File: src/rtl/program_counter_unit.sv
// program_counter_unit
// Fetch PC sequencer: steps by instruction length, follows branch/jump
// redirects, returns through a circular return-address stack and vectors
// to a trap handler on misaligned targets or RAS underflow. A second fault
// while the handler runs parks the unit in HALT until reset.
module program_counter_unit #(
   parameter int unsigned     XLEN         = 32,
   parameter logic [XLEN-1:0] RESET_VECTOR = XLEN'(32'h0000_0000),
   parameter logic [XLEN-1:0] TRAP_VECTOR  = XLEN'(32'h0000_0010),
   parameter int unsigned     IALIGN       = 32,
   parameter int unsigned     RAS_DEPTH    = 4
) (
   input  logic            clock,
   input  logic            reset,
   input  logic            advance,
   input  logic            short_inst,
   input  logic            redirect,
   input  logic [XLEN-1:0] redirect_target,
   input  logic            push,
   input  logic            pop,
   input  logic            trap_return,
   output logic [XLEN-1:0] pc,
   output logic [XLEN-1:0] epc,
   output logic [1:0]      cause,
   output logic            trap,
   output logic            in_trap,
   output logic            halted,
   output logic            ras_empty,
   output logic            ras_full
);

   localparam int PTR_W = $clog2(RAS_DEPTH);
   localparam int CNT_W = PTR_W + 1;

   localparam logic [1:0] CAUSE_NONE      = 2'd0;
   localparam logic [1:0] CAUSE_MISALIGN  = 2'd1;
   localparam logic [1:0] CAUSE_UNDERFLOW = 2'd2;

   typedef enum logic [1:0] {
      ST_RUN  = 2'd0,
      ST_TRAP = 2'd1,
      ST_HALT = 2'd2
   } state_t;

   state_t            state_r, state_s;
   logic [XLEN-1:0]   pc_r, pc_s;
   logic [XLEN-1:0]   epc_r, epc_s;
   logic [1:0]        cause_r, cause_s;
   logic              trap_r, trap_s;
   logic [PTR_W-1:0]  top_r, top_s;
   logic [CNT_W-1:0]  count_r, count_s;
   logic [XLEN-1:0]   ras_mem_r [RAS_DEPTH];

   logic              ras_we_s;
   logic [PTR_W-1:0]  ras_waddr_s;
   logic [XLEN-1:0]   len_s;
   logic [XLEN-1:0]   ret_addr_s;
   logic [XLEN-1:0]   ras_top_s;
   logic              ras_empty_s;

   logic              sel_fault_s;
   logic [1:0]        sel_code_s;
   logic [XLEN-1:0]   sel_pc_s;
   logic              sel_pop_s;
   logic              sel_leave_s;

   // Alignment rule for any PC target: 4-byte without compressed support, 2-byte with it.
   function automatic logic misaligned(input logic [XLEN-1:0] addr);
      if (IALIGN == 16) begin
         misaligned = addr[0];
      end else begin
         misaligned = (addr[1:0] != 2'b00);
      end
   endfunction

   assign len_s       = (IALIGN == 16 && short_inst) ? XLEN'(32'd2) : XLEN'(32'd4);
   assign ret_addr_s  = pc_r + len_s;
   assign ras_top_s   = ras_mem_r[top_r];
   assign ras_empty_s = (count_r == CNT_W'(1'b0));

   // Pick the next-PC source by priority and flag a fault on a bad target or empty RAS.
   always_comb begin
      sel_fault_s = 1'b0;
      sel_code_s  = CAUSE_NONE;
      sel_pc_s    = pc_r;
      sel_pop_s   = 1'b0;
      sel_leave_s = 1'b0;
      if (trap_return && state_r == ST_TRAP) begin
         sel_leave_s = 1'b1;
         if (misaligned(epc_r)) begin
            sel_fault_s = 1'b1;
            sel_code_s  = CAUSE_MISALIGN;
         end else begin
            sel_pc_s = epc_r;
         end
      end else if (pop) begin
         if (ras_empty_s) begin
            sel_fault_s = 1'b1;
            sel_code_s  = CAUSE_UNDERFLOW;
         end else if (misaligned(ras_top_s)) begin
            sel_fault_s = 1'b1;
            sel_code_s  = CAUSE_MISALIGN;
         end else begin
            sel_pc_s  = ras_top_s;
            sel_pop_s = 1'b1;
         end
      end else if (redirect) begin
         if (misaligned(redirect_target)) begin
            sel_fault_s = 1'b1;
            sel_code_s  = CAUSE_MISALIGN;
         end else begin
            sel_pc_s = redirect_target;
         end
      end else if (advance) begin
         sel_pc_s = ret_addr_s;
      end else begin
         sel_pc_s = pc_r;
      end
   end

   // FSM next state, PC/trap bookkeeping and RAS pointer/count update.
   always_comb begin
      state_s     = state_r;
      pc_s        = pc_r;
      epc_s       = epc_r;
      cause_s     = cause_r;
      trap_s      = 1'b0;
      top_s       = top_r;
      count_s     = count_r;
      ras_we_s    = 1'b0;
      ras_waddr_s = top_r;
      case (state_r)
         ST_RUN, ST_TRAP: begin
            if (sel_fault_s) begin
               // A fault leaves the RAS untouched and drops any coincident push.
               cause_s = sel_code_s;
               if (state_r == ST_RUN) begin
                  pc_s    = TRAP_VECTOR;
                  epc_s   = pc_r;
                  state_s = ST_TRAP;
                  trap_s  = 1'b1;
               end else begin
                  state_s = ST_HALT;
               end
            end else begin
               pc_s = sel_pc_s;
               if (sel_leave_s) begin
                  state_s = ST_RUN;
                  cause_s = CAUSE_NONE;
               end else begin
                  state_s = state_r;
               end
               if (sel_pop_s && push) begin
                  // Return and call together: replace the top in place.
                  ras_we_s    = 1'b1;
                  ras_waddr_s = top_r;
               end else if (sel_pop_s) begin
                  top_s   = top_r - PTR_W'(1'b1);
                  count_s = count_r - CNT_W'(1'b1);
               end else if (push) begin
                  // When full, top+1 is the oldest slot, so it is overwritten.
                  ras_we_s    = 1'b1;
                  ras_waddr_s = top_r + PTR_W'(1'b1);
                  top_s       = top_r + PTR_W'(1'b1);
                  if (count_r != CNT_W'(RAS_DEPTH)) begin
                     count_s = count_r + CNT_W'(1'b1);
                  end else begin
                     count_s = count_r;
                  end
               end else begin
                  top_s = top_r;
               end
            end
         end
         ST_HALT: begin
            state_s = ST_HALT;
         end
         default: begin
            state_s = ST_HALT;
         end
      endcase
   end

   // Architectural state and outputs, cleared asynchronously by reset.
   always_ff @(posedge clock or posedge reset) begin
      if (reset) begin
         state_r <= ST_RUN;
         pc_r    <= RESET_VECTOR;
         epc_r   <= XLEN'(32'd0);
         cause_r <= CAUSE_NONE;
         trap_r  <= 1'b0;
         top_r   <= PTR_W'(1'b0);
         count_r <= CNT_W'(1'b0);
      end else begin
         state_r <= state_s;
         pc_r    <= pc_s;
         epc_r   <= epc_s;
         cause_r <= cause_s;
         trap_r  <= trap_s;
         top_r   <= top_s;
         count_r <= count_s;
      end
   end

   // Return-address storage; contents are meaningless while count is zero.
   always_ff @(posedge clock) begin
      if (ras_we_s) begin
         ras_mem_r[ras_waddr_s] <= ret_addr_s;
      end
   end

   assign pc        = pc_r;
   assign epc       = epc_r;
   assign cause     = cause_r;
   assign trap      = trap_r;
   assign in_trap   = (state_r == ST_TRAP);
   assign halted    = (state_r == ST_HALT);
   assign ras_empty = ras_empty_s;
   assign ras_full  = (count_r == CNT_W'(RAS_DEPTH));

endmodule

File: config.mk
export PLATFORM = sky130hd
export DESIGN_NAME = program_counter_unit
export DESIGN_NICKNAME = d
export VERILOG_FILES = /design/src/rtl/program_counter_unit.sv
export SDC_FILE = /design/constraint.sdc
export NUM_CORES = 1
export LEC_CHECK = 0
export ABC_CLOCK_PERIOD_IN_PS = 5900
export BUFFER_PORTS_ARGS = -buffer_cell sky130_fd_sc_hd__buf_2
export CORE_AREA = 2 2 155 157
export DETAILED_ROUTE_END_ITERATION = 10
export DIE_AREA = 0 0 157 159
export HOLD_SLACK_MARGIN = 0.03
export SYNTH_ARGS = -nofsm -noshare
export SYNTH_HDL_FRONTEND = slang
export SYNTH_SLANG_ARGS = --single-unit
File: constraint.sdc
create_clock -name clock -period 5.9 [get_ports clock]
set_input_delay 0.885 -clock clock [delete_from_list [all_inputs] [get_ports clock]]
set_output_delay 0.885 -clock clock [all_outputs]
set_load 0.03 [all_outputs]
### After elaboration in Yosys (flattened, before gate mapping)

Memories as Yosys holds them, arrays and structs flattened.
Index checks and enable logic that the tools add are counted.

* RAM bits: 128
* output and inout bits: 71
* bits of input ports: 40
* logic and storage cells: 102
* bits in registers: 74
* memories: 1

Memory list
* ras_mem_r: depth 4, width 32, rd ports 1, clocked after memory_dff 0, write ports 1, RTL line 52 `logic [XLEN-1:0] ras_mem_r [RAS_DEPTH];`

* bitwise operators: 2
* reductions and logical operators: 17
* mux-type cells: 60
* equal/unequal tests: 10
* add/subtract/negate cells: 5

Operators by type and width (number)
* two-way mux 32 bit: 10
* two-way mux 1 bit: 33
* adder 32 x 3 -> 32 bit, second input constant: 1
* two-way mux 2 bit: 14
* nonzero test 2 bit: 6
* two-way mux 3 bit: 3
* != test 3 bit, second input constant: 3
* AND reduction 7 bit: 1
* AND reduction 3 bit: 2
* != test 5 bit, second input constant: 1
* AND reduction 5 bit: 1
* nonzero test 5 bit: 1
* != test 4 x 2 -> 1 bit, second input constant: 1
* != test 4 bit, second input constant: 1
* adder 3 x 1 -> 3 bit, second input constant: 1
* == test 3 bit, second input constant: 1
* logical NOT 3 bit: 1
* subtractor 3 x 1 -> 3 bit, second input constant: 1
* adder 2 x 1 -> 2 bit, second input constant: 1
* == test 2 x 1 -> 1 bit, second input constant: 1
* == test 2 bit, second input constant: 1
* logical AND 1 bit: 2
* logical NOT 2 bit: 1
* != test 2 x 1 -> 1 bit, second input constant: 1
* 4 further kinds: 5

### Longest topological paths before layout

An unclocked memory read counts as a cell.

* depth in word-level cells: 15
* mapped depth: 11
* depth with buffers taken out: 9

### Least setup slack after synthesis

No wires, ideal clock.

* kind: input-to-reg
* start point: input pop
* end point: memory ras_mem_r[0][0], enable pin
* data arrival time: 3.909 ns
* setup slack: 1.559 ns
* stages on the path: 9
* required time: 5.468 ns
* setup time: 0.432 ns
* path buffers: 3
* cell sequence: buf_2 nand2b_1 clkbuf_1 o221ai_4 a22o_1 buf_2 nor2_1 nand2_1 a21oi_1

* cells in the longest elaborated chain, start to end: 8
* elaborated cells on any way between the ends: 15
* classes of those cells: 14 x mux; 1 x reduce/logical

RTL lines
* start: declaration: RTL line 20 `input logic pop,`
* two-way mux 1 bit: RTL line 96 `end else if (pop) begin`
* two-way mux 1 bit: RTL line 88 `if (trap_return && state_r == ST_TRAP) begin`
* two-way mux 1 bit / logical AND 1 bit (equally long branches): RTL line 157, 153
* two-way mux 1 bit: RTL line 153 `if (sel_pop_s && push) begin`
* two-way mux 1 bit: RTL line 134 `if (sel_fault_s) begin`
* two-way mux 1 bit: RTL line 132 `case (state_r)`
* two-way mux 1 bit: RTL line 207 `if (ras_we_s) begin`
* two-way mux 1 bit (implied by the code): RTL line 208 `ras_mem_r[ras_waddr_s] <= ret_addr_s;`
* end: declaration: RTL line 52

Several ways; a longest one is shown, not always the timed one.

### Worst setup path in the final report

* start point: input pop
* end point: memory ras_mem_r[0][23], enable pin

Same word-level chain as after synthesis.

==> flow_metrics.py <==
metrics = {
    "die": {
        "placementRows": 56,
        "design.core.area_um2": 23200,
        "fp.dieW_um": 157,
        "design.portCount": 111,
        "die_area_um2": 25000,
        "effective_utilization_at_floorplan": 0.404,
        "floorplan.die.height_um": 159,
    },
    "power_and_ir_drop": {
        "total_power_w": 0.00554,
        "vdd_ir_drop_max_v": 0.000272,
        "power_per_cell_area_nw_per_um2": 502,
        "leakagePower_nw": 4.32,
    },
    "logic_synthesis": {
        "syn-instance-count": 714,
        "synthesis.nets": 756,
        "yosysUniqueCellTypes": 68,
        "synth_area_per_cell_um2": 13.1,
        "ys.flop_type": "sky130_fd_sc_hd__edfxtp_1",
        "synth_enable_flop_cells": 128,
        "register_bit_total_from_synthesis": 202,
        "post_synth_instance_area_um2": 9370,
        "postSynth.asyncResetShare": 0.366,
        "synth_seq_area_share": 0.608,
        "synth-warning-count": 0,
    },
    "routing": {
        "routed_wire_length_per_instance_um": 22.1,
        "drt_pre_antenna_iters": 4,
        "detail_route.iter0.violations": 475,
        "drt.antenna.violating_nets": 0,
        "totalWireLength_um": 25400,
        "detail_route.drc_violations": 0,
        "routed_via_density": 5.63,
        "routed-via-count": 6467,
    },
    "grt": {
        "grt_antenna_before_repair": 0,
        "grt_remaining_overflow": 0,
        "global_route_wire_length_before_repair_um": 39000,
        "track_usage": 0.206,
        "top_usage_layer": "met2",
        "grt_start_max_net_pins": 45,
        "grtUsageMet3": 0.0324,
        "grt_pass1_vias": 6349,
        "grtUsageMet2": 0.325,
        "global_route.usage.met1": 0.299,
    },
    "placement": {
        "place.port_buffers": 109,
        "pre_cts_slack_ns": 1.33,
        "routabilityCongestion": 0.803,
        "hpwl_um": 16500,
    },
    "sta": {
        "finalHoldViolCount": 0,
        "tns_ns": 0,
        "skew_ns": 0.0146,
        "final.setup.worst_slack_ns": 1.89,
        "timing_max_transition_violations_final": 0,
        "setup_viol": 0,
        "period_share": 0.680,
        "unrepaired_setup_endpoints_after_global_routing": "no",
        "tightestPinTransition_ns": 1.16,
        "slew_headroom": 0.226,
        "final_period_minus_worst_setup_slack_ns": 4.01,
        "clock.fmax_ghz": 0.249,
    },
    "setup_path": {
        "critical_path_arrival_ns": 4.21,
        "worstPathRequired_ns": 6.10,
        "timing_worst_setup_path_type": "in2reg",
        "worstSetupEndpointType": "flop",
        "worstSetupStartpointType": "input pin",
        "cp_max_fo": 29,
    },
    "clocking": {
        "tritoncts_buffer_count": 23,
        "clk_slew_on_worst_s_h_paths_ns": 0.06,
        "post_cts_resized": 0,
        "post-cts-setup-buffer-count": 0,
        "number_of_hold_buffers_added_after_cts": 0,
        "clk_latency_ns": 0.51,
        "numClockSinks": 202,
        "clock_tree.htree_level_count": 1,
        "cts.path.max_buffers": 3,
        "tritoncts": "yes",
        "cts_root_buf": "sky130_fd_sc_hd__clkbuf_16",
    },
    "final_layout": {
        "final_layout_size_suffix_gt1_frac": 0.263,
        "area_growth_pct": 17.8,
        "final_net_count": 856,
        "antenna_cells": 0,
    },
    "job": {
        "maxCapViolations": 0,
    },
    "outcome": {
        "status": "complete, no violations",
    },
    "hold_path": {
        "hold_path_class": "in2async",
    },
}
-- cells in the final DEF, fill, tap and decap left out, types with 4 or more instances in the layout --
cell,instances
sky130_fd_sc_hd__o211ai_1,7
sky130_fd_sc_hd__buf_2,109
sky130_fd_sc_hd__o2111ai_1,4
sky130_fd_sc_hd__a21o_1,6
sky130_fd_sc_hd__nor2_1,29
sky130_fd_sc_hd__a21boi_0,4
sky130_fd_sc_hd__dfrtp_1,72
sky130_fd_sc_hd__a21oi_1,42
sky130_fd_sc_hd__clkbuf_1,7
sky130_fd_sc_hd__edfxtp_1,128
sky130_fd_sc_hd__o22ai_1,13
sky130_fd_sc_hd__nand2_1,62
sky130_fd_sc_hd__mux2_4,10
sky130_fd_sc_hd__and3_1,9
sky130_fd_sc_hd__inv_1,13
sky130_fd_sc_hd__o21ai_1,16
sky130_fd_sc_hd__mux2_1,21
sky130_fd_sc_hd__a22o_1,4
sky130_fd_sc_hd__xor2_1,11
sky130_fd_sc_hd__nor3_1,10
sky130_fd_sc_hd__clkbuf_16,23
sky130_fd_sc_hd__nand4_1,10
sky130_fd_sc_hd__o31ai_1,7
sky130_fd_sc_hd__o21ai_0,33
sky130_fd_sc_hd__nor4_1,5
sky130_fd_sc_hd__nand3_1,25
sky130_fd_sc_hd__buf_4,13
sky130_fd_sc_hd__mux4_2,30
sky130_fd_sc_hd__mux2i_1,6
sky130_fd_sc_hd__xnor2_1,22
sky130_fd_sc_hd__or3_1,5
-- Yosys cell counts, drive strengths merged (5+ instances only) --
cell      n  share of area
a21o      6         0.0048
a21oi    45          0.024
and3      9         0.0060
buf      24          0.014
clkbuf   26          0.010
dfrtp    74           0.20
edfxtp  128           0.41
inv      15         0.0060
mux2     31          0.041
mux2i     6         0.0064
mux4     30          0.072
nand2    62          0.025
nand3    25          0.013
nand4    10         0.0067
nor2     31          0.012
nor3     10         0.0053
nor4      8         0.0083
o211ai    7         0.0056
o21ai    49          0.026
o22ai    13         0.0087
o31ai     7         0.0056
or2       5         0.0033
or3       6         0.0040
xnor2    22          0.021
xor2     11          0.010
-- flip-flops by register name, indices dropped and copies added, names as in the netlist --
| name | cells |
|---|---|
| ras_mem_r | 128 |
| top_r | 2 |
| count_r | 3 |
| trap | 1 |
| state_r | 2 |
| cause | 2 |
| pc | 32 |
| epc | 32 |
-- per-layer routing --
| layer | up-vias | wire length [um] |
|---|---|---|
| met5 | - | 0 |
| met4 | 0 | 417 |
| met3 | 37 | 1770 |
| met2 | 233 | 12100 |
| met1 | 3267 | 11200 |
| li1 | 2930 | - |
-- final cells by class --
type / instances / area, um^2
clock buffers: 33 / 643
clock inverters: 8 / 103
fillers: 2087 / 12200
inverters: 15 / 57.6
multi-input cells: 447 / 3430
flip-flops and latches: 202 / 5700
well taps: 319 / 399
repair buffers: 125 / 703
-- worst max-delay path, stage by stage --
cell	delay (ns)
sky130_fd_sc_hd__buf_2	0.32
sky130_fd_sc_hd__inv_1	0.79
sky130_fd_sc_hd__nor2_1	0.30
sky130_fd_sc_hd__a22o_1	0.42
sky130_fd_sc_hd__nor2_1	0.42
sky130_fd_sc_hd__nand2_1	0.24
sky130_fd_sc_hd__a21oi_4	0.53
sky130_fd_sc_hd__buf_12	0.26
-- cells by family (layout without fill, tap and decap cells) --
logic type / count (synthesis) / in the layout / synth area share
simple gates: 182 / 182 / 0.0979
fa+ha+maj: 2 / 2 / 0.00267
compound gates: 163 / 163 / 0.111
mux: 67 / 67 / 0.120
xor+xnor: 33 / 33 / 0.0309
buf+inv: 65 / 181 / 0.0302
flops: 202 / 202 / 0.608
-- metrics by stage --
stage                     hold WS (ns)  utilization  cells  cell area [um^2]
after floorplan                  0.452            -    714              9370
after global placement           0.475        0.444   1108             10300
after detailed placement         0.479        0.444   1108             10300
after CTS                        0.469        0.476   1149             11000
after global routing             0.496        0.476   1149             11000
final                            0.443        0.476   1149             11000
-- power breakdown --
part           total, W  internal, W  switching [W]  leakage (nW)
Combinational   0.00190     0.000706        0.00120          1.83
Clock           0.00142     0.000847       0.000571         0.354
Sequential      0.00222      0.00185       0.000373          2.14
Total           0.00554      0.00340        0.00214          4.32
-- path summary, 6_finish.rpt --
kind | from | end | slack (ns) | depth (start not counted)
max | pop | ras_mem_r[0][23]$_DFFE_PP_ | 1.89 | 8
min | reset | top_r[0]$_DFFE_PP0P_ | 0.44 | 2
max reg2reg | top_r[1]$_DFFE_PP0P_ | ras_mem_r[0][23]$_DFFE_PP_ | 2.23 | 8
min reg2reg | count_r[2]$_DFFE_PP0P_ | count_r[2]$_DFFE_PP0P_ | 0.50 | 1
max in group asynchronous | reset | epc[23]$_DFFE_PP0P_ | 4.43 | 3
min in group clock | count_r[2]$_DFFE_PP0P_ | count_r[2]$_DFFE_PP0P_ | 0.50 | 1
Note: power is estimated with default switching activity, not from simulation.
